## config.mk

```make
export PLATFORM = sky130hd
export DESIGN_NAME = adcif
export DESIGN_NICKNAME = d
export VERILOG_FILES = /design/src/rtl/adcif.sv
export SDC_FILE = /design/constraint.sdc
export NUM_CORES = 1
export LEC_CHECK = 0
export ABC_AREA = 1
export CAP_MARGIN = 20
export CORE_AREA = 2 2 104 106
export CTS_BUF_LIST = sky130_fd_sc_hd__clkbuf_8
export DETAILED_ROUTE_END_ITERATION = 8
export DIE_AREA = 0 0 106 108
export PLACE_DENSITY = 0.76
export SLEW_MARGIN = 20
export SYNTH_ARGS = -nofsm -noshare
export SYNTH_HDL_FRONTEND = slang
export SYNTH_SLANG_ARGS = --single-unit
```

## constraint.sdc

```tcl
create_clock -name clk -period 5.7 [get_ports clk]
set_input_delay 0.855 -clock clk [delete_from_list [all_inputs] [get_ports clk]]
set_output_delay 0.855 -clock clk [all_outputs]
set_load 0.005 [all_outputs]
```

## src/rtl/adcif.sv

```systemverilog
// adcif: Philips I2S receiver; deserializes an external BCK/LRCK/DATA stream into left/right word pairs.
//   clk, rst      system clock, asynchronous active-high reset
//   i2s_bck       external bit clock (async to clk)
//   i2s_lrck      external word clock, 0 = left slot, 1 = right slot (async to clk)
//   i2s_data      external serial data, MSB first, valid at BCK rise (async to clk)
//   sample_valid  one-cycle strobe when a new pair is presented
//   left_data     last completed left word, held between strobes
//   right_data    last completed right word, held between strobes
//   locked        high while framed (LEFT or RIGHT)
//   short_slot    with sample_valid: a slot of the pair carried fewer than WIDTH bits
module adcif #(
   parameter int WIDTH   = 24,
   parameter int TIMEOUT = 1023
) (
   input  logic             clk,
   input  logic             rst,
   input  logic             i2s_bck,
   input  logic             i2s_lrck,
   input  logic             i2s_data,
   output logic             sample_valid,
   output logic [WIDTH-1:0] left_data,
   output logic [WIDTH-1:0] right_data,
   output logic             locked,
   output logic             short_slot
);
   localparam int CW = $clog2(WIDTH + 1);
   localparam logic [WIDTH-1:0] MSB = {1'b1, {(WIDTH-1){1'b0}}};
   typedef enum logic [1:0] {HUNT, LEFT, RIGHT} state_t;
   state_t state, state_nx;
   logic [2:0] bck_s;
   logic [1:0] lrck_s, data_s;
   logic lrck_prev, left_short, bck_rise, boundary, timeout, slot_short, commit_left, commit_pair;
   logic [CW-1:0] cnt;
   logic [WIDTH-1:0] shreg, left_hold;
   logic [15:0] idle;
   assign bck_rise   = bck_s[1] & ~bck_s[2];
   assign boundary   = bck_rise & (lrck_s[1] != lrck_prev);
   // a BCK rise in the same cycle keeps the lock alive
   assign timeout    = !bck_rise && idle == 16'(TIMEOUT);
   assign slot_short = cnt < CW'(WIDTH);
   assign locked     = state != HUNT;
   always_comb begin
      state_nx    = state;
      commit_left = 1'b0;
      commit_pair = 1'b0;
      if (timeout)
         state_nx = HUNT;
      else if (boundary)
         unique case (state)
            HUNT:    state_nx = lrck_s[1] ? HUNT : LEFT;
            LEFT:    begin state_nx = RIGHT; commit_left = 1'b1; end
            RIGHT:   begin state_nx = LEFT;  commit_pair = 1'b1; end
            default: state_nx = HUNT;
         endcase
   end
   always_ff @(posedge clk or posedge rst)
      if (rst) state <= HUNT;
      else     state <= state_nx;
   always_ff @(posedge clk or posedge rst)
      if (rst) begin
         bck_s        <= '0;
         lrck_s       <= '0;
         data_s       <= '0;
         lrck_prev    <= 1'b0;
         idle         <= '0;
         cnt          <= '0;
         shreg        <= '0;
         left_hold    <= '0;
         left_short   <= 1'b0;
         sample_valid <= 1'b0;
         left_data    <= '0;
         right_data   <= '0;
         short_slot   <= 1'b0;
      end else begin
         bck_s  <= {bck_s[1:0], i2s_bck};
         lrck_s <= {lrck_s[0], i2s_lrck};
         data_s <= {data_s[0], i2s_data};
         if (bck_rise) lrck_prev <= lrck_s[1];
         idle <= bck_rise ? '0 : (idle == 16'(TIMEOUT) ? idle : idle + 16'd1);
         // the bit at a boundary is the I2S one-bit delay and is dropped
         if (boundary) begin
            cnt   <= '0;
            shreg <= '0;
         end else if (bck_rise && state != HUNT && slot_short) begin
            shreg <= shreg | (data_s[1] ? MSB >> cnt : '0);
            cnt   <= cnt + CW'(1);
         end
         if (commit_left) begin
            left_hold  <= shreg;
            left_short <= slot_short;
         end
         sample_valid <= commit_pair;
         if (commit_pair) begin
            left_data  <= left_hold;
            right_data <= shreg;
            short_slot <= left_short | slot_short;
         end
      end
endmodule

```

==> qor.yml, run 1 <==
critical_path:
  critPathKind: "reg2reg"
  start_kind: "register"
  critPathBufInv: 2
  worst_r2r_path_depth: 7
  worst_setup_path_end_kind: "register"
  crit_family: "simple AND/OR/NAND/NOR gates"
  r2r_start: "bck_s[2]"
  critPathMostFrequentCell: "nand2_1"
  cpMaxStageDelayCell: "nand3_4"
  path_cells: "nor2_8, nand2_4, inv_6, nand3_4, inv_2, nand2_1, nand2_1"
  reg2reg_slack_ps: 3060
  r2r_end: "left_data[22]"
  required_ps: 6060
  cp.arrival_ps: 3000
  crit_path_max_fanout: 75
  slowest_delay_ps: 700
floorplanning:
  die_h_um: 108
  dieArea_um2: 11400
  die_w_um: 106
  rows: 37
  io-pin-count: 56
  core_area_um2: 10200
  initial_core_util: 0.543
global_route:
  grt_pass1_wl_um: 18100
  grt_pass1_vias: 3987
  track_usage: 0.203
  grt_max_degree: 78
  antenna_found_initial: 0
  overflow: 0
timing:
  totalNegativeSetupSlack_ps: 0
  final-max-slew-violation-count: 0
  skew_ps: 12.3
  slew_headroom: 0.369
  min_period_ps: 2640
  setup_violations: 0
  fmax_mhz: 379
  tightest_slew_ps: 947
  rsz0062_at_grt: "no"
  period_share: 0.463
  hold_viol: 0
synth:
  synth_edf_count: 0
  synth_top_family_by_area: "simple AND/OR/NAND/NOR gates"
  yosysSeqAreaShare: 0.585
  yosysMostFrequentCell: "nand2_1"
  syn_inst: 612
  yosysWarnings: 0
  netlist_area_um2: 5560
  synthMuxAreaShare: 0
  synth_ff_type: "dfrtp_1"
  synth_common_cells: "nand2_1 (199), dfrtp_1 (130), inv_1 (51), nor2_1 (49), o21ai_0 (37)"
  synth-compound-area-share: 0.0912
  synth-xor-area-share: 0.00315
  async_flop_share: 1.00
  ys_types: 31
  synth_nets: 624
  synth_top_area_share: 0.585
  avgSynthCellArea_um2: 9.08
  yosys.area_share.simple: 0.235
  synth_area_leaders: "dfrtp_1 (59%), nand2_1 (13%), inv_1 (3.4%)"
  yosys.area.top_type: "dfrtp_1"
  synth_fa_ha_area_frac: 0.0158
  ys_ff_latch: 130
clock_tree:
  cts_resized: 0
  cts_tree: "built"
  clk_pin_slew_worst_paths_ps: 70
  cts_setup_buffers: 0
  clockRootBuffer: "clkbuf_8"
  clock_sink_count: 130
  cts_buffer_depth: 2
  clk_latency_ps: 430
  h-tree-depth: 4
  cts_buffers: 17
  ctsHoldBuffers: 0
worst_hold_path:
  worstHoldPathCells: 0
  worstHoldStart: "lrck_s[0]"
  hold_end: "lrck_s[1]"
  min_path_type: "reg2reg"
layout:
  multiInputGateArea_um2: 1920
  area_growth_pct: 17.4
  drive_gt1_frac: 0.102
  seqCellArea_um2: 3250
  antenna_cells: 0
  fin_cells: 813
  fin_nets: 677
  final_cell_area_um2: 6520
  n_fill_cell: 880
power_and_ir_drop:
  peakVddDrop_v: 0.000145
  cellPowerDensity_nw_per_um2: 318
  p_leak_nw: 3.10
place:
  dp.cells: 782
  io_buffers: 55
  gp_congestion: 0.929
  place_hpwl_um: 7260
  placed_area_um2: 6120
drt:
  dr_total_vias: 4078
  drt-met1-wl_um: 4780
  detail_route.wl_per_cell_um: 13.0
  drt_iter0_drc: 251
  firstDrtPassIters: 5
  top_layer_used: "met4"
  route.met2.wl_um: 5220
  post-route-drc-count: 0
  postRouteAntennaNets: 0
  met3WireLength_um: 403
  routed_via_density: 5.02
  drt_wl_total_um: 10600
run_status:
  outcome: "finished clean"
job:
  cap_viol_max_count: 0
==> worst max path at each step <==
stage                         from       endpoint  depth (start not counted)
after detailed placement       rst   left_data[7]                          3
after floorplan                rst       bck_s[0]                          1
after global placement         rst   left_data[5]                          3
after CTS                 bck_s[2]   left_data[1]                          7
final                     bck_s[2]  left_data[22]                          7
after global routing      bck_s[2]   left_data[5]                          7
==> report_power, final <==
group	internal (mW)	switching (mW)	leakage, nW	total (mW)
sequential	0.983	0.0479	1.78	1.03
clock	0.448	0.338	0.216	0.786
combinational	0.0942	0.160	1.10	0.255
total	1.52	0.546	3.10	2.07
==> registers in the layout, summed over array words and instances (netlist names), 2 cells and up <==
register and flops:
state 2, idle 16, bck_s 3, shreg 24
cnt 5, data_s 2, lrck_s 2, left_data 24
left_hold 24, right_data 24
==> per-stage QoR <==
step / power [mW] / util / setup WS, ps / hold WS, ps
global placement: 1.29 / 0.598 / 3010 / 336
global route: 2.17 / 0.638 / 2770 / 370
CTS: 2.09 / 0.638 / 3030 / 358
detailed placement: 1.30 / 0.598 / 2970 / 340
floorplan: 1.22 / - / 1380 / 331
finish: 2.07 / 0.638 / 3060 / 354
==> final cells by class <==
| cell class | count | area share |
|---|---|---|
| repair buffers | 56 | 0.0855 |
| clock inverters | 12 | 0.0217 |
| flip-flops and latches | 130 | 0.499 |
| well taps | 136 | 0.0261 |
| multi-input cells | 403 | 0.294 |
| clock buffers | 19 | 0.0401 |
| inverters | 57 | 0.0339 |
==> cells in the final DEF, fill, tap and decap left out, drive strengths merged, types with 2 or more instances in the layout <==
cell type	Yosys	routed
nand2	210	210
dfrtp	130	130
inv	55	59
o21ai	58	58
clkdlybuf4s50	0	55
nor2	50	50
nand3	36	36
a21oi	24	24
clkbuf	5	19
ha	7	7
nand4	6	6
clkinv	2	6
or2	3	3
o21bai	3	3
bufinv	0	3
xor2	2	2
nor3	2	2
==> kinds of logic after synthesis <==
kind of cell	after synthesis
and+or+nand+nor	307
AOI/OAI and AO/OA	87
buffers and inverters	79
DFF	130
adders and majority gates	7
xor gates and xnor gates	2
==> metal layers <==
| layer | up-vias | track usage |
|---|---|---|
| met4 | 0 | 0.0780 |
| met3 | 22 | 0.0518 |
| li1 | 2037 | - |
| met5 | - | 0 |
| met2 | 84 | 0.334 |
| met1 | 1935 | 0.261 |
Power figures use the tool's default switching activity.
==> run 2: changes to the inputs <==
--- a/config.mk
+++ b/config.mk
@@ -7,11 +7,11 @@
 export LEC_CHECK = 0
 export ABC_AREA = 1
 export CAP_MARGIN = 20
-export CORE_AREA = 2 2 104 106
+export CORE_AREA = 2 2 106 108
 export CTS_BUF_LIST = sky130_fd_sc_hd__clkbuf_8
 export DETAILED_ROUTE_END_ITERATION = 8
-export DIE_AREA = 0 0 106 108
-export PLACE_DENSITY = 0.76
+export DIE_AREA = 0 0 108 110
+export PLACE_DENSITY = 0.77
 export SLEW_MARGIN = 20
 export SYNTH_ARGS = -nofsm -noshare
 export SYNTH_HDL_FRONTEND = slang
==> constraint.sdc (replaced) <==
create_clock -name clk -period 2.2 [get_ports clk]
set_input_delay 0.33 -clock clk [delete_from_list [all_inputs] [get_ports clk]]
set_output_delay 0.33 -clock clk [all_outputs]
set_load 0.005 [all_outputs]
==> qor.yml, run 2 (synthesis gave the netlist of run 1 again) <==
global_route:
  overflow: 0
  grt_pass1_wl_um: 19300
  grt_pass1_vias: 4097
  antenna_found_initial: 0
  track_usage: 0.207
  grt_max_degree: 68
critical_path:
  critPathKind: "reg2out"
  worst_setup_path_end_kind: "output pin"
  r2r_end: "left_hold[9]"
  crit_path_max_fanout: 3
  required_ps: 1870
  crit_start: "state[1]"
  r2r_start: "bck_s[2]"
  worst_r2r_path_depth: 5
  path_cells: "inv_1, nand2_1, clkdlybuf4s50_1"
  reg2reg_slack_ps: 300
  cp.arrival_ps: 1650
  cp.depth: 3
  critPathBufInv: 2
  start_kind: "register"
  cp-endpoint: "locked"
  cpMaxStageDelayCell: "clkdlybuf4s50_1"
  crit_family: "buffers and inverters"
  slowest_delay_ps: 520
clock_tree:
  h-tree-depth: 4
  cts_setup_buffers: 0
  cts_resized: 0
  clk_latency_ps: 430
  clockRootBuffer: "clkbuf_8"
  ctsHoldBuffers: 0
  cts_buffers: 17
  clock_sink_count: 130
  clk_pin_slew_worst_paths_ps: 70
  cts_tree: "built"
  cts_buffer_depth: 2
drt:
  firstDrtPassIters: 5
  postRouteAntennaNets: 0
  detail_route.wl_per_cell_um: 13.6
  post-route-drc-count: 0
  drt_wl_total_um: 11200
  drt_iter0_drc: 221
  routed_via_density: 5.11
  dr_total_vias: 4202
layout:
  antenna_cells: 0
  final_common_cell: "nand2_1"
  fin_cells: 822
  area_growth_pct: 20.4
  fin_nets: 681
  n_fill_cell: 874
  drive_gt1_frac: 0.113
  mostFrequentLayoutCells: "nand2_1 (199), dfrtp_1 (130), clkdlybuf4s50_1 (55)"
power_and_ir_drop:
  power_frac_clock: 0.433
  switching_share: 0.254
  cellPowerDensity_nw_per_um2: 880
  sequentialPowerShare: 0.453
  p_switching_mw: 1.50
  intPower_mw: 4.39
  combPwrFrac: 0.114
  peakVddDrop_v: 0.000428
  p_leak_nw: 3.16
timing:
  tightest_slew_ps: 503
  skew_ps: 8.17
  setup_violations: 0
  slew_headroom: 0.665
  holdWs_ps: 335
  fmax_mhz: 504
  final-max-slew-violation-count: 0
  totalNegativeSetupSlack_ps: 0
  min_period_ps: 1980
  rsz0062_at_grt: "no"
  setup_slack_ps: 216
  period_share: 0.902
  hold_viol: 0
place:
  io_buffers: 55
  gp_congestion: 0.927
  place_hpwl_um: 7470
  dp_worst_setup_slack_ps: 355
  dp.cells: 790
worst_hold_path:
  worstHoldStart: "i2s_bck"
  min_path_type: "in2reg"
floorplanning:
  rows: 38
  initial_core_util: 0.519
  core_area_um2: 10700
  dieArea_um2: 11900
  io-pin-count: 56
  die_w_um: 108
  die_h_um: 110
job:
  cap_viol_max_count: 0
run_status:
  outcome: "finished clean"
run 2: cell count changes in the layout (fill, tap and decap cells not counted), sizes merged:
cell / change
bufinv: +4
inv: -1
clkbuf: -2
buf: +4
run 2: through the flow:
stage	area (um2)	power, mW	utilization
after global routing	6690	6.15	0.626
after CTS	6690	5.94	0.626
final	6690	5.89	0.626
after global placement	6180	3.35	0.578
after detailed placement	6180	3.38	0.578
after floorplan	5560	3.17	-
run 2: worst min path at each step:
stage	end	slack [ps]	cells after the start
2_1_floorplan	bck_s[1]	330	0
3_3_place_gp	bck_s[1]	340	0
3_5_place_dp	bck_s[1]	340	0
4_1_cts	bck_s[0]	310	1
5_1_grt	data_s[0]	330	1
6_report	bck_s[0]	340	1
run 2: layout make-up:
type | count | area [um2] | share of cell area
repair buffers | 60 | 613 | 0.0916
well taps | 140 | 175 | 0.0262
multi-input cells | 403 | 1920 | 0.287
flip-flops and latches | 130 | 3250 | 0.486
clock buffers | 17 | 234 | 0.0350
clock inverters | 15 | 277 | 0.0413
inverters | 57 | 223 | 0.0333
run 2: metal layers:
| layer | up-vias | global-route usage | wire length (um) |
|---|---|---|---|
| met4 | 0 | 0.0723 | 159 |
| met2 | 100 | 0.353 | 5760 |
| met1 | 2035 | 0.260 | 4820 |
| met3 | 17 | 0.0511 | 420 |
| li1 | 2050 | - | - |
| met5 | - | 0 | 0 |
run 2: power by group through the flow:
| stage | sequential, mW | combinational, mW | clock (mW) |
|---|---|---|---|
| floorplan | 2.68 | 0.487 | 0 |
| global placement | 2.70 | 0.649 | 0 |
| detailed placement | 2.71 | 0.673 | 0 |
| CTS | 2.67 | 0.679 | 2.60 |
| global route | 2.69 | 0.763 | 2.70 |
| finish | 2.67 | 0.670 | 2.55 |
